## src/rtl/detector_emulator.sv

```systemverilog
// Detector-side responder: measures trigger pulse width, then holds
// detector_ready low for a readout period and keeps trigger/error statistics.
//
// Ports:
//   clock, reset_signal        : system clock, async active-high reset
//   enable                     : emulator armed; low reports not ready
//   trigger_in                 : trigger level pulse (same clock domain)
//   clear                      : one-cycle clear of counters and sticky errors
//   detector_ready             : registered ready-for-trigger flag
//   trigger_count/missed_count : saturating statistics counters
//   error_short/error_stuck    : sticky protocol error flags
//   state                      : 0=IDLE 1=MEASURE 2=READOUT 3=STUCK
module detector_emulator #(
   parameter int MIN_TRIGGER_CYCLES = 10,
   parameter int MAX_TRIGGER_CYCLES = 1000,
   parameter int READOUT_CYCLES     = 1280000,
   parameter int COUNT_WIDTH        = 16
) (
   input  logic                   clock,
   input  logic                   reset_signal,
   input  logic                   enable,
   input  logic                   trigger_in,
   input  logic                   clear,
   output logic                   detector_ready,
   output logic [COUNT_WIDTH-1:0] trigger_count,
   output logic [COUNT_WIDTH-1:0] missed_count,
   output logic                   error_short,
   output logic                   error_stuck,
   output logic [1:0]             state
);

   localparam int WW = $clog2(MAX_TRIGGER_CYCLES + 1);
   localparam int RW = $clog2(READOUT_CYCLES + 1);

   localparam logic [WW-1:0] MIN_W    = WW'(MIN_TRIGGER_CYCLES);
   // width still reads MAX-1 on the edge that samples the MAX-th high cycle
   localparam logic [WW-1:0] STUCK_AT = WW'(MAX_TRIGGER_CYCLES - 1);
   localparam logic [RW-1:0] RO_LOAD  = RW'(READOUT_CYCLES);
   localparam logic [RW-1:0] RO_LAST  = RW'(1);

   typedef enum logic [1:0] {
      IDLE    = 2'd0,
      MEASURE = 2'd1,
      READOUT = 2'd2,
      STUCK   = 2'd3
   } state_t;

   state_t             st;
   logic [WW-1:0]      width;
   logic [RW-1:0]      readout;
   logic               trig_prev;

   logic               rise;
   logic               accept_ev;
   logic               short_ev;
   logic               stuck_ev;
   logic               miss_ev;

   always_comb begin
      rise      = trigger_in & ~trig_prev;
      accept_ev = (st == MEASURE) && !trigger_in && (width >= MIN_W);
      short_ev  = (st == MEASURE) && !trigger_in && (width < MIN_W);
      stuck_ev  = (st == MEASURE) && trigger_in && (width == STUCK_AT);
      miss_ev   = rise && (st != IDLE);
   end

   assign state = st;

   always_ff @(posedge clock or posedge reset_signal) begin
      if (reset_signal) begin
         st             <= IDLE;
         detector_ready <= 1'b0;
         width          <= '0;
         readout        <= '0;
         trig_prev      <= 1'b0;
         trigger_count  <= '0;
         missed_count   <= '0;
         error_short    <= 1'b0;
         error_stuck    <= 1'b0;
      end else begin
         trig_prev <= trigger_in;

         unique case (st)
            IDLE: begin
               detector_ready <= enable;
               if (rise && enable) begin
                  st             <= MEASURE;
                  width          <= WW'(1);
                  detector_ready <= 1'b0;
               end
            end
            MEASURE: begin
               detector_ready <= 1'b0;
               if (trigger_in) begin
                  width <= width + WW'(1);
                  if (stuck_ev) st <= STUCK;
               end else if (accept_ev) begin
                  st      <= READOUT;
                  readout <= RO_LOAD;
               end else begin
                  // short pulse: back to idle without a readout period
                  st             <= IDLE;
                  detector_ready <= enable;
               end
            end
            READOUT: begin
               detector_ready <= 1'b0;
               readout        <= readout - RW'(1);
               if (readout == RO_LAST) begin
                  st             <= IDLE;
                  detector_ready <= enable;
               end
            end
            STUCK: begin
               detector_ready <= 1'b0;
               if (!trigger_in) begin
                  st             <= IDLE;
                  detector_ready <= enable;
               end
            end
         endcase

         // clear has priority over any same-cycle increment or error
         if (clear) begin
            trigger_count <= '0;
            missed_count  <= '0;
            error_short   <= 1'b0;
            error_stuck   <= 1'b0;
         end else begin
            if (accept_ev && (trigger_count != '1))
               trigger_count <= trigger_count + COUNT_WIDTH'(1);
            if (miss_ev && (missed_count != '1))
               missed_count <= missed_count + COUNT_WIDTH'(1);
            if (short_ev) error_short <= 1'b1;
            if (stuck_ev) error_stuck <= 1'b1;
         end
      end
   end

endmodule

```

## config.mk

```make
export PLATFORM = sky130hd
export DESIGN_NAME = detector_emulator
export DESIGN_NICKNAME = d
export VERILOG_FILES = /design/src/rtl/detector_emulator.sv
export SDC_FILE = /design/constraint.sdc
export NUM_CORES = 1
export LEC_CHECK = 0
export CORE_MARGIN = 1.5
export CORE_UTILIZATION = 55
export CTS_CLUSTER_DIAMETER = 200
export DETAILED_ROUTE_END_ITERATION = 10
export PLACE_DENSITY = 0.84
export SETUP_SLACK_MARGIN = 0.15
export SLEW_MARGIN = 40
export SYNTH_ARGS = -nofsm -noshare
export SYNTH_HDL_FRONTEND = slang
export SYNTH_SLANG_ARGS = --single-unit
```

## constraint.sdc

```tcl
create_clock -name clock -period 2.95 [get_ports clock]
set_input_delay 0.59 -clock clock [delete_from_list [all_inputs] [get_ports clock]]
set_output_delay 0.59 -clock clock [all_outputs]
set_load 0.005 [all_outputs]
```

==> impl_metrics.py, run 1 <==
metrics = {
    "floorplan": {
        "dieWidth_microns": 83.7,
        "core_sq_um": 6310,
        "die_y_microns": 83.7,
        "std_cell_rows": 29,
        "pin_count": 42,
        "start_util": 0.568,
        "die_area_sq_um": 7010,
    },
    "power": {
        "power.leakage_nw": 1.74,
        "combPwrFrac": 0.180,
        "power.density_nw_per_um2": 607,
        "p_sw_mw": 0.828,
        "clkPwrFrac": 0.325,
        "swShare": 0.314,
        "p_int_mw": 1.81,
        "seqPwrFrac": 0.496,
        "vdd_drop_max_uv": 439,
    },
    "clock_tree": {
        "cts_resized": 0,
        "clock_latency_ps": 340,
        "cts_tree": "yes",
        "cts_setup_buffers": 0,
        "cts_hold_buf": 0,
        "path_clk_slew_ps": 80,
        "cts_buffer_depth": 2,
        "htree_levels": 3,
        "cts_sinks": 69,
        "clockRootBuffer": "clkbuf_8",
        "cts_buffers": 9,
    },
    "finish": {
        "areaGrowthSynthToFinish_pct": 21.0,
        "drive_gt1_frac": 0.0776,
        "num_antenna_cells": 0,
        "layout_common_cells": "dfrtp_1, clkdlybuf4s50_1, nor2_1",
        "finalNetCount": 431,
        "mostFrequentLayoutCell": "dfrtp_1",
    },
    "setup_path": {
        "crit_chain": "nor4_1 > a311o_1 > a21o_1 > or3_1 > mux2_2",
        "crit_path_max_incr_delay_ps": 640,
        "path_max_fanout": 13,
        "path_class": "reg2reg",
        "arrival_ps": 2610,
        "cp_num_cells": 5,
        "cpMaxStageDelayCell": "nor4_1",
        "startpoint": "width[6]$_DFFE_PP0P_",
        "worstReg2RegEnd": "trigger_count[12]$_DFFE_PP0P_",
        "r2r-start": "width[6]$_DFFE_PP0P_",
        "r2r_cells": 5,
        "worst-path-buf-inv": 0,
        "endpoint_kind": "flip-flop",
        "endpoint": "trigger_count[12]$_DFFE_PP0P_",
        "worstSetupStartpointType": "flip-flop",
        "crit_required_ps": 3180,
        "ff2ff_setup_slack_ps": 560,
        "crit_family": "simple AND/OR/NAND/NOR gates",
    },
    "drt": {
        "route.detailed.wl_per_inst_microns": 15.9,
        "routed_wl_mm": 7.96,
        "drcViolationCount": 0,
        "num_vias": 3101,
        "viasPerCell": 6.18,
        "postRouteAntennaNets": 0,
        "drt_first_pass_iters": 4,
        "drt_iter0_drc": 225,
    },
    "synth": {
        "ys_types": 51,
        "mappedNetlistNets": 384,
        "synth-async-reset-ratio": 1.00,
        "syn_area_sq_um": 3580,
        "ys_ff_latch": 69,
        "ys.flop_type": "dfrtp_1",
        "yosys_warnings": 0,
        "synth_seq_area_share": 0.482,
        "synth-edff-count": 0,
        "synthCells": 373,
        "avgSynthCellArea_sq_um": 9.61,
    },
    "placement": {
        "hpwl_mm": 5.48,
        "io_buffers": 41,
        "post-place-ws_ps": 362,
        "globalplace.congestion": 0.919,
    },
    "sta": {
        "relSlewSlack": 0.536,
        "hold_violations": 0,
        "finalCritPeriodShare": 0.809,
        "setup_ws_ps": 563,
        "setup_tns_ps": 0,
        "period_minus_slack_ps": 2390,
        "tightestPinTransition_ps": 690,
        "max_clock_freq_mhz": 419,
        "fin_skew_ps": 9.07,
        "slew_violations": 0,
        "grt_setup_unrepaired": "no",
        "setup_viol": 0,
    },
    "global_routing": {
        "grt_overflow": 0,
        "first_global_vias": 3053,
        "grt_util_all_layers": 0.250,
        "met3_usage": 0.0524,
        "busiest_layer": "met2",
        "grt_pass1_wl_mm": 14.2,
        "use_met2": 0.396,
        "gr-usage-met1": 0.334,
        "antenna_found_initial": 0,
        "grt_start_max_net_pins": 32,
    },
    "hold_path": {
        "min-delay-start": "readout[8]$_DFFE_PP0P_",
        "hp-class": "reg2reg",
    },
    "status": {
        "status": "finished clean",
    },
    "run": {
        "max-cap-violations": 0,
    },
}
==> worst min path at each step <==
stage | end | slack [ps] | cells after the start
after floorplan | readout[19]$_DFFE_PP0P_ | 470 | 1
after global placement | readout[19]$_DFFE_PP0P_ | 480 | 1
after detailed placement | readout[19]$_DFFE_PP0P_ | 510 | 1
after CTS | readout[19]$_DFFE_PP0P_ | 510 | 1
after global routing | readout[19]$_DFFE_PP0P_ | 540 | 1
final | readout[8]$_DFFE_PP0P_ | 520 | 1
==> cell families (layout without fill, tap and decap cells) <==
group,Yosys count,in the layout,synth area share
adder cells (fa/ha/maj),6,6,0.0209
flip-flops,69,69,0.482
multiplexers,4,4,0.0115
XOR/XNOR,27,27,0.0660
AO/OA/AOI/OAI,77,77,0.144
buffers and inverters,24,76,0.0262
AND/OR/NAND/NOR,166,166,0.250
==> cells in the mapped netlist (5+ instances only) <==
library cell | count | area share
nand3_1 | 23 | 0.032
xnor2_1 | 8 | 0.020
dfrtp_1 | 69 | 0.48
a211oi_1 | 5 | 0.010
nor2b_1 | 6 | 0.010
o31ai_1 | 8 | 0.017
nor4_1 | 9 | 0.016
o211ai_1 | 7 | 0.015
clkbuf_1 | 9 | 0.0094
xor2_1 | 19 | 0.046
nor2_1 | 39 | 0.041
nor3_1 | 6 | 0.0084
ha_1 | 6 | 0.021
and3_1 | 9 | 0.016
o21ai_0 | 22 | 0.031
nand4_1 | 18 | 0.031
nand2_1 | 21 | 0.022
a21oi_1 | 11 | 0.015
or3_1 | 10 | 0.017
inv_1 | 9 | 0.0094
==> final cells by class <==
cell class / count / area [sq um]
clock buffers: 13 / 149
repair buffers: 51 / 498
flip-flops and latches: 69 / 1730
inverters: 9 / 33.8
well taps: 77 / 96.3
multi-input cells: 280 / 1760
clock inverters: 3 / 68.8
fillers: 478 / 1980
==> metrics by stage <==
step / power (mW) / area (sq um) / cells / util / hold WS [ps]
final: 2.63 / 4340 / 502 / 0.687 / 518
after global routing: 2.80 / 4340 / 502 / 0.687 / 543
after CTS: 2.65 / 4340 / 502 / 0.687 / 513
after detailed placement: 1.79 / 4120 / 486 / 0.652 / 506
after global placement: 1.75 / 4120 / 486 / 0.652 / 482
after floorplan: 1.61 / 3580 / 373 / - / 468
==> flip-flops by register name, indices dropped and copies added (netlist names) <==
register and cells:
detector_ready 1, trigger_count 16, readout 21, trig_prev 1, width 10, error_stuck 1, error_short 1, missed_count 16
state 2
==> layer usage <==
| metal | wire length [microns] | up-vias |
|---|---|---|
| li1 | - | 1472 |
| met3 | 397 | 13 |
| met2 | 3870 | 82 |
| met4 | 156 | 0 |
| met5 | 0 | - |
| met1 | 3540 | 1534 |
==> power groups by stage <==
stage | Combinational, mW | Clock, mW | Sequential [mW]
after floorplan | 0.360 | 0 | 1.25
after global placement | 0.454 | 0 | 1.30
after detailed placement | 0.476 | 0 | 1.31
after CTS | 0.476 | 0.875 | 1.30
after global routing | 0.552 | 0.914 | 1.33
final | 0.473 | 0.855 | 1.31
No activity file was read; power rests on OpenSTA's default activity.
==> run 2, diff against run 1 <==
==> constraint.sdc (replaced) <==
create_clock -name clock -period 2.2 [get_ports clock]
set_input_delay 0.44 -clock clock [delete_from_list [all_inputs] [get_ports clock]]
set_output_delay 0.44 -clock clock [all_outputs]
set_load 0.005 [all_outputs]
==> run 2 against run 1 <==
Net effect: the flow now finishes with violations (negative setup slack); final cell count grew 7.4%; wire length rose by 18%; sequential cell count stayed put; worst hold slack got worse by 11 ps; non-clock buffer count grew 36; critical path depth is the same; design area up 9.9%; via count rose by 9.6%; total power increased by 51%; largest cell class unchanged.
==> impl_metrics.py, run 2 (synthesis results as in run 1) <==
metrics = {
    "finish": {
        "num_antenna_cells": 0,
        "layout_common_cells": "dfrtp_1, buf_4, clkdlybuf4s50_1",
        "top_register": "readout",
        "drive_gt1_frac": 0.201,
        "fin_util": 0.755,
        "top_regs": "readout: 21 flops, missed_count: 16 flops, trigger_count: 16 flops",
        "fill_cells": 415,
        "stdcell_area_sq_um": 4770,
        "mostFrequentLayoutCell": "dfrtp_1",
        "areaGrowthSynthToFinish_pct": 32.9,
        "largest_reg_flops": 21,
        "finalNetCount": 468,
    },
    "power": {
        "power.leakage_nw": 1.93,
        "vdd_drop_max_uv": 452,
        "swShare": 0.319,
        "combPwrFrac": 0.245,
        "p_sw_mw": 1.27,
        "clkPwrFrac": 0.323,
        "power.density_nw_per_um2": 837,
        "p_int_mw": 2.72,
        "seqPwrFrac": 0.432,
    },
    "drt": {
        "num_vias": 3400,
        "drt_iter0_drc": 276,
        "viasPerCell": 6.31,
        "route.detailed.wl_per_inst_microns": 17.4,
        "postRouteAntennaNets": 0,
        "routed_wl_mm": 9.36,
        "drt_first_pass_iters": 5,
        "drcViolationCount": 0,
    },
    "setup_path": {
        "path_max_fanout": 2,
        "endpoint_kind": "flip-flop",
        "path_class": "reg2reg",
        "worstSetupStartpointType": "flip-flop",
        "ff2ff_setup_slack_ps": -4,
        "crit_required_ps": 2430,
        "arrival_ps": 2440,
    },
    "global_routing": {
        "antenna_found_initial": 0,
        "grt_start_max_net_pins": 70,
        "grt_util_all_layers": 0.258,
        "grt_overflow": 0,
        "first_global_vias": 3178,
        "grt_pass1_wl_mm": 14.7,
    },
    "clock_tree": {
        "clockRootBuffer": "clkbuf_8",
        "cts_buffer_depth": 2,
        "cts_hold_buf": 0,
        "htree_levels": 3,
        "clock_latency_ps": 350,
        "path_clk_slew_ps": 80,
        "cts_buffers": 9,
        "cts_sinks": 69,
        "cts_tree": "yes",
    },
    "floorplan": {
        "dieWidth_microns": 83.7,
        "core_sq_um": 6310,
        "pin_count": 42,
        "start_util": 0.568,
        "die_area_sq_um": 7010,
        "std_cell_rows": 29,
        "die_y_microns": 83.7,
    },
    "placement": {
        "hpwl_mm": 5.69,
        "io_buffers": 41,
        "globalplace.congestion": 0.904,
        "place_area_sq_um": 4330,
    },
    "status": {
        "status": "finished, violations left",
        "violations": "negative setup slack",
    },
    "sta": {
        "max_clock_freq_mhz": 454,
        "tightestPinTransition_ps": 435,
        "hold_violations": 0,
        "relSlewSlack": 0.707,
        "setup_ws_ps": -3.54,
        "grt_setup_unrepaired": "yes",
        "period_minus_slack_ps": 2200,
        "setup_viol": 1,
        "fin_skew_ps": 8.11,
        "slew_violations": 0,
        "finalCritPeriodShare": 1.00,
        "hold_ws_ps": 506,
    },
    "hold_path": {
        "hp-class": "reg2reg",
    },
    "run": {
        "max-cap-violations": 0,
    },
}
[run 2: cell count changes in the layout (fill, tap and decap cells not counted), sizes merged]
cell	delta
bufinv	+1
a21o	+1
inv	-1
clkinvlp	+3
clkbuf	-3
buf	+36
[run 2: per-layer routing]
| metal | GRT usage | share of wire | vias to the layer above |
|---|---|---|---|
| met3 | 0.0356 | 0.050 | 32 |
| li1 | - | - | 1557 |
| met5 | 0 | 0 | - |
| met1 | 0.351 | 0.43 | 1671 |
| met4 | 0.109 | 0.027 | 0 |
| met2 | 0.416 | 0.50 | 140 |
[run 2: layout make-up]
cell class	instances	area, sq um	area share
Tap cell	77	96.3	0.0202
Inverter	9	37.5	0.00788
Clock inverter	6	110	0.0231
Timing Repair Buffer	87	772	0.162
Sequential cell	69	1730	0.362
Multi-Input combinational cell	281	1890	0.396
Clock buffer	10	138	0.0289
[run 2: power by group through the flow]
stage                     Sequential (mW)  Combinational [mW]  Clock (mW)
final                                1.72               0.978        1.29
after global routing                 1.75                1.07        1.34
after CTS                            1.68               0.908        1.29
after detailed placement             1.70               0.835           0
after global placement               1.68               0.791           0
after floorplan                      1.68               0.483           0
[run 2: worst paths after layout]
check,startpoint,endpoint,cells past startpoint
max in group asynchronous,reset_signal,missed_count[10]$_DFFE_PP0P_,3
min in group asynchronous,reset_signal,readout[3]$_DFFE_PP0P_,3
setup / recovery,readout[13]$_DFFE_PP0P_,state[1]$_DFFE_PP0P_,5
hold reg to reg,readout[17]$_DFFE_PP0P_,readout[19]$_DFFE_PP0P_,1
setup reg to reg,readout[13]$_DFFE_PP0P_,state[1]$_DFFE_PP0P_,5
hold / removal,readout[17]$_DFFE_PP0P_,readout[19]$_DFFE_PP0P_,1
[run 2: critical path, cell delays in order, from the launching register on]
cell and delay (ps):
dfrtp_1 400, or4_4 550, or3_4 390, or4_4 460, o211ai_2 200, nand3_1 90
[run 2: per-stage QoR]
step / TNS [ps] / worst slack [ps] / cells / power [mW]
finish: -3.54 / -3.54 / 539 / 3.99
global route: -54.5 / -54.5 / 539 / 4.17
CTS: 0 / 84.9 / 536 / 3.88
detailed placement: -290 / -83.2 / 513 / 2.54
global placement: -51.7 / -30.9 / 513 / 2.47
floorplan: 0 / 119 / 373 / 2.16
[run 2: what timing repair did]
item,CTS,global route
endpoints found under the setup margin,7,23
gates resized for setup,4,24
pin swaps,4,9
gates cloned,0,1
setup buffers,7,2
